[config.mk]
export PLATFORM = sky130hd
export DESIGN_NAME = flash_cmd_seq
export DESIGN_NICKNAME = d
export VERILOG_FILES = /design/src/rtl/flash_pkg.sv /design/src/rtl/flash_bus_cycle.sv /design/src/rtl/flash_cmd_seq.sv
export SDC_FILE = /design/constraint.sdc
export NUM_CORES = 1
export LEC_CHECK = 0
export BUFFER_PORTS_ARGS = -buffer_cell sky130_fd_sc_hd__buf_2
export CAP_MARGIN = 20
export CORE_UTILIZATION = 35
export DETAILED_ROUTE_END_ITERATION = 8
export HOLD_SLACK_MARGIN = 0.06
export PLACE_DENSITY_LB_ADDON = 0.25
export SLEW_MARGIN = 20
export SYNTH_ARGS = -nofsm -noshare
export SYNTH_HDL_FRONTEND = slang
export SYNTH_SLANG_ARGS = --single-unit
[constraint.sdc]
create_clock -name CLK_50MHZ -period 6.45 [get_ports CLK_50MHZ]
set_input_delay 0.645 -clock CLK_50MHZ [delete_from_list [all_inputs] [get_ports CLK_50MHZ]]
set_output_delay 0.645 -clock CLK_50MHZ [all_outputs]
set_load 0.02 [all_outputs]
[src/rtl/flash_pkg.sv]
// Shared command bytes, status-register bit positions and FSM encodings
// for the StrataFlash command sequencer.
package flash_pkg;

    localparam logic [7:0] CMD_READ_ARRAY   = 8'hFF;
    localparam logic [7:0] CMD_PROGRAM      = 8'h40;
    localparam logic [7:0] CMD_READ_STATUS  = 8'h70;
    localparam logic [7:0] CMD_CLEAR_STATUS = 8'h50;

    localparam int SR_READY    = 7;
    localparam int SR_PROG_ERR = 4;
    localparam int SR_VPP_ERR  = 3;
    localparam int SR_LOCK_ERR = 1;

    localparam logic [7:0] SR_ERR_MASK =
        8'((1 << SR_PROG_ERR) | (1 << SR_VPP_ERR) | (1 << SR_LOCK_ERR));

    localparam logic BUS_READ  = 1'b1;
    localparam logic BUS_WRITE = 1'b0;

    typedef enum logic [2:0] {
        IDLE,
        ISSUE,
        WAIT,
        STEP,
        FINISH
    } seq_state_e;

    // Which bus cycle of the flash sequence was issued most recently.
    typedef enum logic [2:0] {
        SQ_ARRAY_ENTER,
        SQ_READ_DATA,
        SQ_PROG_SETUP,
        SQ_PROG_DATA,
        SQ_STATUS_CMD,
        SQ_POLL,
        SQ_CLEAR,
        SQ_ARRAY_EXIT
    } seq_step_e;

    function automatic logic statusHasError(input logic [7:0] sr);
        return |(sr & SR_ERR_MASK);
    endfunction

endpackage

[src/rtl/flash_bus_cycle.sv]
// Runs one bridge bus cycle: latches the request, strobes fb_start for a
// single cycle, holds the bus until fb_done and captures read data.
module flash_bus_cycle
    import flash_pkg::*;
(
    input  logic       clk_i,
    input  logic       rst_i,
    input  logic       req_i,
    input  logic       reqRw_i,
    input  logic [7:0] reqAddr_i,
    input  logic [7:0] reqWdata_i,
    output logic       done_o,
    output logic [7:0] rdata_o,
    output logic [7:0] fbAddr_o,
    output logic [7:0] fbWdata_o,
    output logic       fbRw_o,
    output logic       fbStart_o,
    input  logic       fbDone_i,
    input  logic [7:0] fbRdata_i
);

    logic       pending_q;
    logic       start_q;
    logic       rw_q;
    logic [7:0] addr_q;
    logic [7:0] wdata_q;
    logic [7:0] rdata_q;

    // A completion only counts while a cycle is outstanding, so stray
    // fb_done pulses (e.g. from a cycle abandoned by reset) are dropped.
    assign done_o = pending_q & fbDone_i;

    always_ff @(posedge clk_i) begin
        if (rst_i) begin
            pending_q <= 1'b0;
            start_q   <= 1'b0;
            rw_q      <= BUS_READ;
            addr_q    <= 8'h00;
            wdata_q   <= 8'h00;
            rdata_q   <= 8'h00;
        end else begin
            start_q <= 1'b0;
            if (req_i && !pending_q) begin
                pending_q <= 1'b1;
                start_q   <= 1'b1;
                rw_q      <= reqRw_i;
                addr_q    <= reqAddr_i;
                wdata_q   <= reqWdata_i;
            end else if (done_o) begin
                pending_q <= 1'b0;
                if (rw_q == BUS_READ) begin
                    rdata_q <= fbRdata_i;
                end
            end
        end
    end

    assign rdata_o   = rdata_q;
    assign fbAddr_o  = addr_q;
    assign fbWdata_o = wdata_q;
    assign fbRw_o    = rw_q;
    assign fbStart_o = start_q;

endmodule

[src/rtl/flash_cmd_seq.sv]
// Turns single read/program byte requests into StrataFlash command
// sequences and drives them one bus cycle at a time into the bridge.
module flash_cmd_seq
    import flash_pkg::*;
#(
    parameter logic [15:0] POLL_MAX = 16'd50000
) (
    input  logic       CLK_50MHZ,
    input  logic       RST,
    input  logic       cmd_start,
    input  logic       cmd_write,
    input  logic [7:0] cmd_addr,
    input  logic [7:0] cmd_wdata,
    output logic [7:0] cmd_rdata,
    output logic       cmd_busy,
    output logic       cmd_done,
    output logic       cmd_error,
    output logic [7:0] fb_addr,
    output logic [7:0] fb_wdata,
    input  logic [7:0] fb_rdata,
    output logic       fb_rw,
    output logic       fb_start,
    input  logic       fb_done
);

    seq_state_e  state_q, state_d;
    seq_step_e   step_q, step_d;
    logic [7:0]  addr_q, addr_d;
    logic [7:0]  wdata_q, wdata_d;
    logic [15:0] pollCnt_q, pollCnt_d;
    logic        errPend_q, errPend_d;
    logic        busy_q, busy_d;
    logic        done_q, done_d;
    logic        error_q, error_d;
    logic [7:0]  rdata_q, rdata_d;

    logic        req;
    logic        reqRw;
    logic [7:0]  reqAddr;
    logic [7:0]  reqWdata;
    logic        busDone;
    logic [7:0]  busRdata;

    flash_bus_cycle u_bus (
        .clk_i      (CLK_50MHZ),
        .rst_i      (RST),
        .req_i      (req),
        .reqRw_i    (reqRw),
        .reqAddr_i  (reqAddr),
        .reqWdata_i (reqWdata),
        .done_o     (busDone),
        .rdata_o    (busRdata),
        .fbAddr_o   (fb_addr),
        .fbWdata_o  (fb_wdata),
        .fbRw_o     (fb_rw),
        .fbStart_o  (fb_start),
        .fbDone_i   (fb_done),
        .fbRdata_i  (fb_rdata)
    );

    // STEP picks the next bus cycle from the last one issued and, while
    // polling, from the status byte just read back.
    always_comb begin
        state_d   = state_q;
        step_d    = step_q;
        addr_d    = addr_q;
        wdata_d   = wdata_q;
        pollCnt_d = pollCnt_q;
        errPend_d = errPend_q;
        busy_d    = busy_q;
        done_d    = 1'b0;
        error_d   = error_q;
        rdata_d   = rdata_q;
        req       = 1'b0;
        reqRw     = BUS_WRITE;
        reqAddr   = addr_q;
        reqWdata  = CMD_READ_ARRAY;

        unique case (state_q)
            IDLE: begin
                if (cmd_start) begin
                    addr_d    = cmd_addr;
                    wdata_d   = cmd_wdata;
                    pollCnt_d = 16'd0;
                    errPend_d = 1'b0;
                    busy_d    = 1'b1;
                    state_d   = ISSUE;
                    req       = 1'b1;
                    reqAddr   = cmd_addr;
                    if (cmd_write) begin
                        step_d   = SQ_PROG_SETUP;
                        reqWdata = CMD_PROGRAM;
                    end else begin
                        step_d   = SQ_ARRAY_ENTER;
                        reqWdata = CMD_READ_ARRAY;
                    end
                end
            end
            ISSUE, WAIT: begin
                state_d = busDone ? STEP : WAIT;
            end
            STEP: begin
                state_d = ISSUE;
                req     = 1'b1;
                unique case (step_q)
                    SQ_ARRAY_ENTER: begin
                        step_d = SQ_READ_DATA;
                        reqRw  = BUS_READ;
                    end
                    SQ_PROG_SETUP: begin
                        step_d   = SQ_PROG_DATA;
                        reqWdata = wdata_q;
                    end
                    SQ_PROG_DATA: begin
                        step_d   = SQ_STATUS_CMD;
                        reqWdata = CMD_READ_STATUS;
                    end
                    SQ_STATUS_CMD, SQ_POLL: begin
                        if (step_q == SQ_POLL && busRdata[SR_READY]) begin
                            if (statusHasError(busRdata)) begin
                                step_d    = SQ_CLEAR;
                                reqWdata  = CMD_CLEAR_STATUS;
                                errPend_d = 1'b1;
                            end else begin
                                step_d   = SQ_ARRAY_EXIT;
                                reqWdata = CMD_READ_ARRAY;
                            end
                        end else if (step_q == SQ_POLL && pollCnt_q >= POLL_MAX) begin
                            step_d    = SQ_CLEAR;
                            reqWdata  = CMD_CLEAR_STATUS;
                            errPend_d = 1'b1;
                        end else begin
                            step_d = SQ_POLL;
                            reqRw  = BUS_READ;
                            if (pollCnt_q < POLL_MAX) begin
                                pollCnt_d = pollCnt_q + 16'd1;
                            end
                        end
                    end
                    SQ_CLEAR: begin
                        step_d   = SQ_ARRAY_EXIT;
                        reqWdata = CMD_READ_ARRAY;
                    end
                    SQ_READ_DATA: begin
                        req     = 1'b0;
                        state_d = FINISH;
                        done_d  = 1'b1;
                        error_d = 1'b0;
                        rdata_d = busRdata;
                    end
                    SQ_ARRAY_EXIT: begin
                        req     = 1'b0;
                        state_d = FINISH;
                        done_d  = 1'b1;
                        error_d = errPend_q;
                    end
                    default: begin
                        req     = 1'b0;
                        state_d = IDLE;
                    end
                endcase
            end
            FINISH: begin
                state_d = IDLE;
                busy_d  = 1'b0;
            end
            default: begin
                state_d = IDLE;
                busy_d  = 1'b0;
            end
        endcase
    end

    always_ff @(posedge CLK_50MHZ) begin
        if (RST) begin
            state_q   <= IDLE;
            step_q    <= SQ_ARRAY_ENTER;
            addr_q    <= 8'h00;
            wdata_q   <= 8'h00;
            pollCnt_q <= 16'd0;
            errPend_q <= 1'b0;
            busy_q    <= 1'b0;
            done_q    <= 1'b0;
            error_q   <= 1'b0;
            rdata_q   <= 8'h00;
        end else begin
            state_q   <= state_d;
            step_q    <= step_d;
            addr_q    <= addr_d;
            wdata_q   <= wdata_d;
            pollCnt_q <= pollCnt_d;
            errPend_q <= errPend_d;
            busy_q    <= busy_d;
            done_q    <= done_d;
            error_q   <= error_d;
            rdata_q   <= rdata_d;
        end
    end

    assign cmd_busy  = busy_q;
    assign cmd_done  = done_q;
    assign cmd_error = error_q;
    assign cmd_rdata = rdata_q;

endmodule

==> impl_results.md, run 1 <==
- Fin crit share: 0.3947
- Setup repair after global routing missed its margin: false
- Maximum level of the CTS H-tree: 3
- Die width: 101.5 um
- Fraction of layout instances using a drive strength above 1: 0.2098
- Total chip power: 0.001420 W
- Worst setup skew after layout: 0.01086 ns
- Count of nets left with antenna violations after detail routing: 0
- Nets: 455
- Worst reg2reg startpoint: pollCnt_q[0]
- Final cell count without fillers: 558
- Launching element type of the critical path: flop
- Number of buffers on the longest clock path: 2
- Vias per inst: 5.125
- Antenna diode count: 0
- Clock network latency to the later pin of the worst-skew pair: 0.35 ns
- Most frequent cells in the layout: dfxtp_1 (77), buf_2 (57), nand2_1 (42)
- Largest net degree at the start of global routing: 76
- Count of synthesis-stage warnings from yosys: 0
- Final critical-path setup slack: 3.904 ns
- Maximum resistive drop on vdd: 0.0001340 V
- Number of nets in the synthesized netlist: 411
- Number of antenna violations at the first check in global routing: 0
- Synthesized cell area: 0.003466 mm2
- Boundary Pins: 58
- Max Fclk: 0.3928 GHz
- Class of the tightest hold or removal check: reg2reg
- Power density over the cells: 351.8 mW/mm2
- Post-CTS setup-driven buffer insertion count: 0
- Quantity of hold-fixing buffers added after cts: 0
- Yosys cell types: 60
- Sequential fraction of the synthesis area: 0.4448
- Post-cts resize count: 0
- Placed wire-length estimate after detailed placement: 5236 um
- Worst-path fanout max: 15
- Count of buffers inserted at the top-level ports: 57
- Overall overflow remaining after global route: 0
- DRT Pass-1 Iters: 4
- Min-delay src: wdata_q[5]
- Final-layout fill cell count: 949
- Die Area: 0.01030 mm2
- Commonest non-fill, non-tap cell in the layout: dfxtp_1
- Max-slew headroom at the worst pin: 0.2870
- Share of the synthesized area in the top cell type: 0.4448
- Count of mapped cells out of synthesis: 380
- Core occupancy in the finished layout: 0.4288
- Most used flip-flop cell after synthesis: dfxtp_1
- Final setup violation count: 0
- Final max-slew violation count: 0
- Setup tns final: 0 ns
- Core ar.: 0.009415 mm2
- Number of DRC violations after detailed routing: 0
- Placed cell count: 542
- Initial core utilization: 0.3681
- Library cell used as clock root buffer: clkbuf_8
- Sinks on the clock net: 77
- Mean cell area of the mapped netlist: 9.121 um2
- Area delta synth->final: 16.50%
- GR Util All Layers: 0.1592
- Y dimension of the die: 101.5 um
- Clk pin slew, worst setup/hold paths: 0.08 ns
- Kind of end point of the critical path: flop
- Synth top area cells: dfxtp_1 (44%), mux2i_1 (9.2%), nand2_1 (4.5%)
- Number of global-route vias before repair: 2615
- Leakage: 1.594 nW
- Weighted congestion at the end of routability-driven global placement: 0.7970
- Max-capacitance violation count: 0
- Critical path type: reg2reg
- Drt wl/cell: 13.91 um
- Pre-CTS setup slack: 3.741 ns
- Number of buffers created by CTS: 9
- Hold Path Cell Cnt: 2
- Number of cells on the worst reg-to-reg path: 7
- Post-synthesis register bit count: 77
- Number of standard-cell rows in the floorplan: 35
- Number of flops mapped to enable cells by yosys: 0
- Slew at the pin closest to its max-slew limit: 1.055 ns
- DRC marker count from the first detailed-route iteration: 172
- Clock tree from TritonCTS: done
- Result of the run: complete, no violations
- Share of flip-flops with an asynchronous set or reset: 0
- Hold Violations, Final: 0
- Flop-to-flop setup slack: 3.90 ns
- Critical register-to-register path endpoint: pollCnt_q[14]
- Cell type contributing the most total cell area after synthesis: dfxtp_1
- Terminating pin of the worst hold path: wdata_q[5]
- Post-detailed-routing wire length: 7763 um
- Required time reported for the critical path endpoint: 6.69 ns
- Global-route wire length before repair: 12840 um
- Fin crit period: 2.546 ns
- Total via count after detailed routing: 2860
- Arrival time at the worst endpoint: 2.79 ns
-- where the power goes --
part | total, W | switching (W) | internal, W | leakage, nW
clock network | 0.000400 | 0.000180 | 0.000220 | 0.100
logic | 0.000407 | 0.000258 | 0.000149 | 0.866
registers | 0.000614 | 0.0000610 | 0.000553 | 0.627
-- layout make-up --
cell class	count	area (um2)	share of cell area
inverter	8	30.03	0.007437
clock buffer	11	131.4	0.03254
timing repair buffer	60	307.8	0.07623
tap	129	161.4	0.03998
sequential	77	1541	0.3818
multi-input combinational	268	1782	0.4413
clock inverter	5	83.83	0.02076
-- cell usage after synthesis, types with 2 or more instances --
library cell	n
dfxtp_1	77
nand2_1	42
nor2_1	40
mux2i_1	32
a21oi_1	28
clkbuf_1	15
or3_1	11
a211oi_1	10
buf_2	10
inv_1	8
o211ai_1	8
nand3_1	7
nor3_1	7
a211oi_2	4
nand2b_1	4
nand4_1	4
o21a_1	4
o21ai_0	4
a2111oi_0	3
a21o_1	3
nor4_1	3
o21ai_1	3
xnor2_1	3
a31oi_1	2
a41oi_1	2
and2_1	2
and3_1	2
and3b_1	2
and4_1	2
ha_1	2
nand3b_1	2
nor2b_1	2
nor3_2	2
nor4b_1	2
o2111a_1	2
o2111ai_1	2
-- critical path, cell delays in order, from the launching register on --
cell,delay (ns)
dfxtp_1,0.40
inv_1,0.06
ha_1,0.19
nor4b_1,0.14
a41oi_1,0.48
o2111ai_4,0.37
a2111oi_4,0.44
mux2_1,0.35
-- worst max path at each step --
| stage | from | end | slack (ns) | depth (start not counted) |
|---|---|---|---|---|
| floorplan | cmd_start | pollCnt_q[14] | 4.14 | 5 |
| global placement | cmd_start | pollCnt_q[14] | 3.79 | 6 |
| detailed placement | cmd_start | pollCnt_q[14] | 3.74 | 6 |
| CTS | pollCnt_q[0] | pollCnt_q[14] | 3.91 | 7 |
| global route | pollCnt_q[0] | pollCnt_q[14] | 3.73 | 7 |
| finish | pollCnt_q[0] | pollCnt_q[14] | 3.90 | 7 |
-- cell families (layout without fill, tap and decap cells) --
logic type / count (synthesis) / in the layout / share of synthesized area
and+or+nand+nor: 141 / 141 / 0.2036
DFF: 77 / 77 / 0.4448
buffers and inverters: 35 / 84 / 0.04368
muxes: 33 / 33 / 0.09567
adders and majority gates: 2 / 2 / 0.007219
xor gates and xnor gates: 4 / 4 / 0.01011
AOI/OAI and AO/OA: 88 / 88 / 0.1950
-- flip-flops by register name, summed over array words and instances (netlist names) --
signal           cells
u_bus.fbRw_o         1
cmd_done             1
u_bus.fbWdata_o      8
cmd_rdata            8
cmd_error            1
addr_q               8
pollCnt_q           16
state_q              3
u_bus.fbAddr_o       8
wdata_q              8
u_bus.rdata_o        8
cmd_busy             1
u_bus.pending_q      1
errPend_q            1
u_bus.fbStart_o      1
step_q               3
-- through the flow --
step           hold WS (ns)  cell area, um2
4_1_cts              0.4610            4038
3_3_place_gp         0.4459            3822
2_1_floorplan        0.4365            3466
5_1_grt              0.4900            4038
6_report             0.4596            4038
3_5_place_dp         0.4483            3822
-- routing by layer --
layer,vias up,global-route usage,part of all wire,wire (um)
met5,-,0,0,0
met4,0,0.06355,0.013,102
met3,11,0.03796,0.043,337
met2,58,0.2427,0.44,3402
met1,1340,0.2160,0.50,3920
li1,1451,-,-,-
No activity file was read; power rests on OpenSTA's default activity.
==> inputs of run 2 (changes only) <==
Clock period 6.45 ns to 2.16 ns, I/O delays scaled along.
==> run 2 against run 1 <==
Net effect: core utilization rose by 2.5 points; global-route usage rose by 1.8 points; hold slack got worse by 0.37 ns; critical endpoint unchanged; largest cell class unchanged.
==> impl_results.md, run 2 (synthesized netlist as in run 1, its figures left out) <==
- Result of the run: complete, no violations
- Placed wire-length estimate after detailed placement: 5997 um (+15%)
- Worst reg2reg startpoint: state_q[1]
- Final-layout fill cell count: 931 (-1.9%)
- DRT Pass-1 Iters: 4 (unchanged)
- Maximum resistive drop on vdd: 0.0004335 V (+220%)
- Terminating pin of the worst hold path: u_bus.rdata_o[2]
- Worst-path fanout max: 5 (-10)
- Kind of end point of the critical path: flop
- Library cell used as clock root buffer: clkbuf_8
- Global-route wire length before repair: 14020 um (+9.2%)
- Vias per inst: 5.053 (-1.4%)
- Launching element type of the critical path: flop
- Max Fclk: 0.4835 GHz (+23%)
- Fin crit share: 0.9575 (+0.5629)
- Count of nets left with antenna violations after detail routing: 0 (unchanged)
- Arrival time at the worst endpoint: 2.31 ns (-0.48 ns)
- Maximum level of the CTS H-tree: 3 (unchanged)
- Commonest non-fill, non-tap cell in the layout: dfxtp_1
- Final cell count without fillers: 588 (+5.4%)
- Drt wl/cell: 14.12 um (+1.5%)
- Antenna diode count: 0 (unchanged)
- Number of antenna violations at the first check in global routing: 0 (unchanged)
- Clock network latency to the later pin of the worst-skew pair: 0.35 ns (about the same)
- Placed cell count: 571 (+5.4%)
- Final max-slew violation count: 0 (unchanged)
- Number of buffers created by CTS: 9 (unchanged)
- Count of buffers inserted at the top-level ports: 57 (unchanged)
- Area delta synth->final: 23.18%
- Critical register-to-register path endpoint: pollCnt_q[14]
- Max-slew headroom at the worst pin: 0.6135 (+0.3265)
- Die width: 101.5 um (unchanged)
- Fraction of layout instances using a drive strength above 1: 0.2767 (+0.06690)
- Worst setup skew after layout: 0.008848 ns (-0.002015 ns)
- Nets: 485 (+6.6%)
- Y dimension of the die: 101.5 um (unchanged)
- Hold Path Cell Cnt: 3 (+1)
- Post-detailed-routing wire length: 8303 um (+7.0%)
- Number of global-route vias before repair: 2830 (+8.2%)
- Total via count after detailed routing: 2971 (+3.9%)
- Leakage: 1.748 nW (+9.7%)
- Class of the tightest hold or removal check: in2reg
- Power density over the cells: 985.6 mW/mm2 (+180%)
- Clock tree from TritonCTS: done
- Overall overflow remaining after global route: 0 (unchanged)
- GR Util All Layers: 0.1771 (+0.01799)
- Register name with the most flops: pollCnt_q
- Setup repair after global routing missed its margin: false
- Number of buffers on the longest clock path: 2 (unchanged)
- Number of DRC violations after detailed routing: 0 (unchanged)
- Largest net degree at the start of global routing: 30 (-61%)
- Max-capacitance violation count: 0 (unchanged)
- Core ar.: 0.009415 mm2 (unchanged)
- Initial core utilization: 0.3681 (unchanged)
- Boundary Pins: 58 (unchanged)
- Clk pin slew, worst setup/hold paths: 0.08 ns (about the same)
- Required time reported for the critical path endpoint: 2.40 ns (-4.29 ns)
- Die Area: 0.01030 mm2 (unchanged)
- DRC marker count from the first detailed-route iteration: 177 (+2.9%)
- Quantity of hold-fixing buffers added after cts: 0 (unchanged)
- Slew at the pin closest to its max-slew limit: 0.5782 ns (-0.4765 ns)
- Hold Violations, Final: 0 (unchanged)
- Min-delay src: fb_rdata[2]
- Final setup violation count: 0 (unchanged)
- Weighted congestion at the end of routability-driven global placement: 0.7829 (-1.8%)
- Max reg flops: 16 (unchanged)
- Fin crit period: 2.068 ns (-0.4773 ns)
- Setup tns final: 0 ns (unchanged)
- Most frequent cells in the layout: dfxtp_1 (76), buf_2 (57), nand2_1 (42)
- Critical path type: reg2reg
- Sinks on the clock net: 77 (unchanged)
- Number of standard-cell rows in the floorplan: 35 (unchanged)
- Number of cells on the worst reg-to-reg path: 5 (-2)
- Flop-to-flop setup slack: 0.09 ns (-3.81 ns)
==> run 2: changes by cell type in the layout (fill, tap and decap cells not counted), sizes merged <==
cell,previous run,this run
buf,60,90
clkinv,0,3
bufinv,2,0
clkbuf,11,10
==> run 2: power by group <==
part	total (W)	leakage [nW]	switching [W]	internal [W]
Sequential	0.00178	0.628	0.000131	0.00165
Clock	0.00102	0.0889	0.000564	0.000454
Combinational	0.00141	1.03	0.000857	0.000551
Total	0.00421	1.75	0.00155	0.00266
==> run 2: stage by stage <==
step,area (um2),worst slack (ns),total power (W),utilization,hold slack [ns]
global placement,4040,0.09318,0.003211,0.4291,0.4467
floorplan,3466,0.01757,0.002771,-,0.3198
CTS,4232,0.01707,0.004256,0.4494,0.07245
detailed placement,4040,0.01451,0.003231,0.4291,0.4511
finish,4269,0.09174,0.004208,0.4534,0.08666
global route,4269,0.006150,0.004483,0.4534,0.07546
==> run 2: area by class of cell <==
| type | count | area (um2) | area share |
|---|---|---|---|
| tap | 129 | 161.4 | 0.03781 |
| timing repair buffer | 90 | 533.0 | 0.1249 |
| clock buffer | 10 | 137.6 | 0.03224 |
| sequential | 77 | 1543 | 0.3614 |
| clock inverter | 6 | 46.29 | 0.01084 |
| inverter | 8 | 30.03 | 0.007034 |
| multi-input combinational | 268 | 1818 | 0.4258 |
==> run 2: what timing repair did <==
| item | in CTS | in global routing |
|---|---|---|
| setup endpoints to repair | 1 | 9 |
| gates resized for setup | 1 | 7 |
| setup buffers | 0 | 1 |
| gates cloned | 0 | 0 |
| pin swaps | 0 | 5 |
==> run 2: worst max-delay path by stage <==
stage	slack, ns	cells after the start	to	start
floorplan	0.02	7	pollCnt_q[14]	pollCnt_q[0]
global placement	0.09	6	pollCnt_q[14]	cmd_start
detailed placement	0.01	7	pollCnt_q[14]	pollCnt_q[1]
CTS	0.02	5	pollCnt_q[14]	state_q[1]
global route	0.006	5	pollCnt_q[9]	state_q[1]
finish	0.09	5	pollCnt_q[14]	state_q[1]
==> run 2: routing by layer <==
layer,routed length [um],GRT usage
met2,3826,0.2739
met1,3981,0.2378
met5,0,0
met3,419,0.05245
met4,75,0.05351
==> run 2: critical path: stages (launching register included) <==
cell	delay, ns
dfxtp_1	0.33
or3b_4	0.43
a211oi_4	0.28
o2111ai_4	0.22
a2111oi_4	0.35
mux2_1	0.35
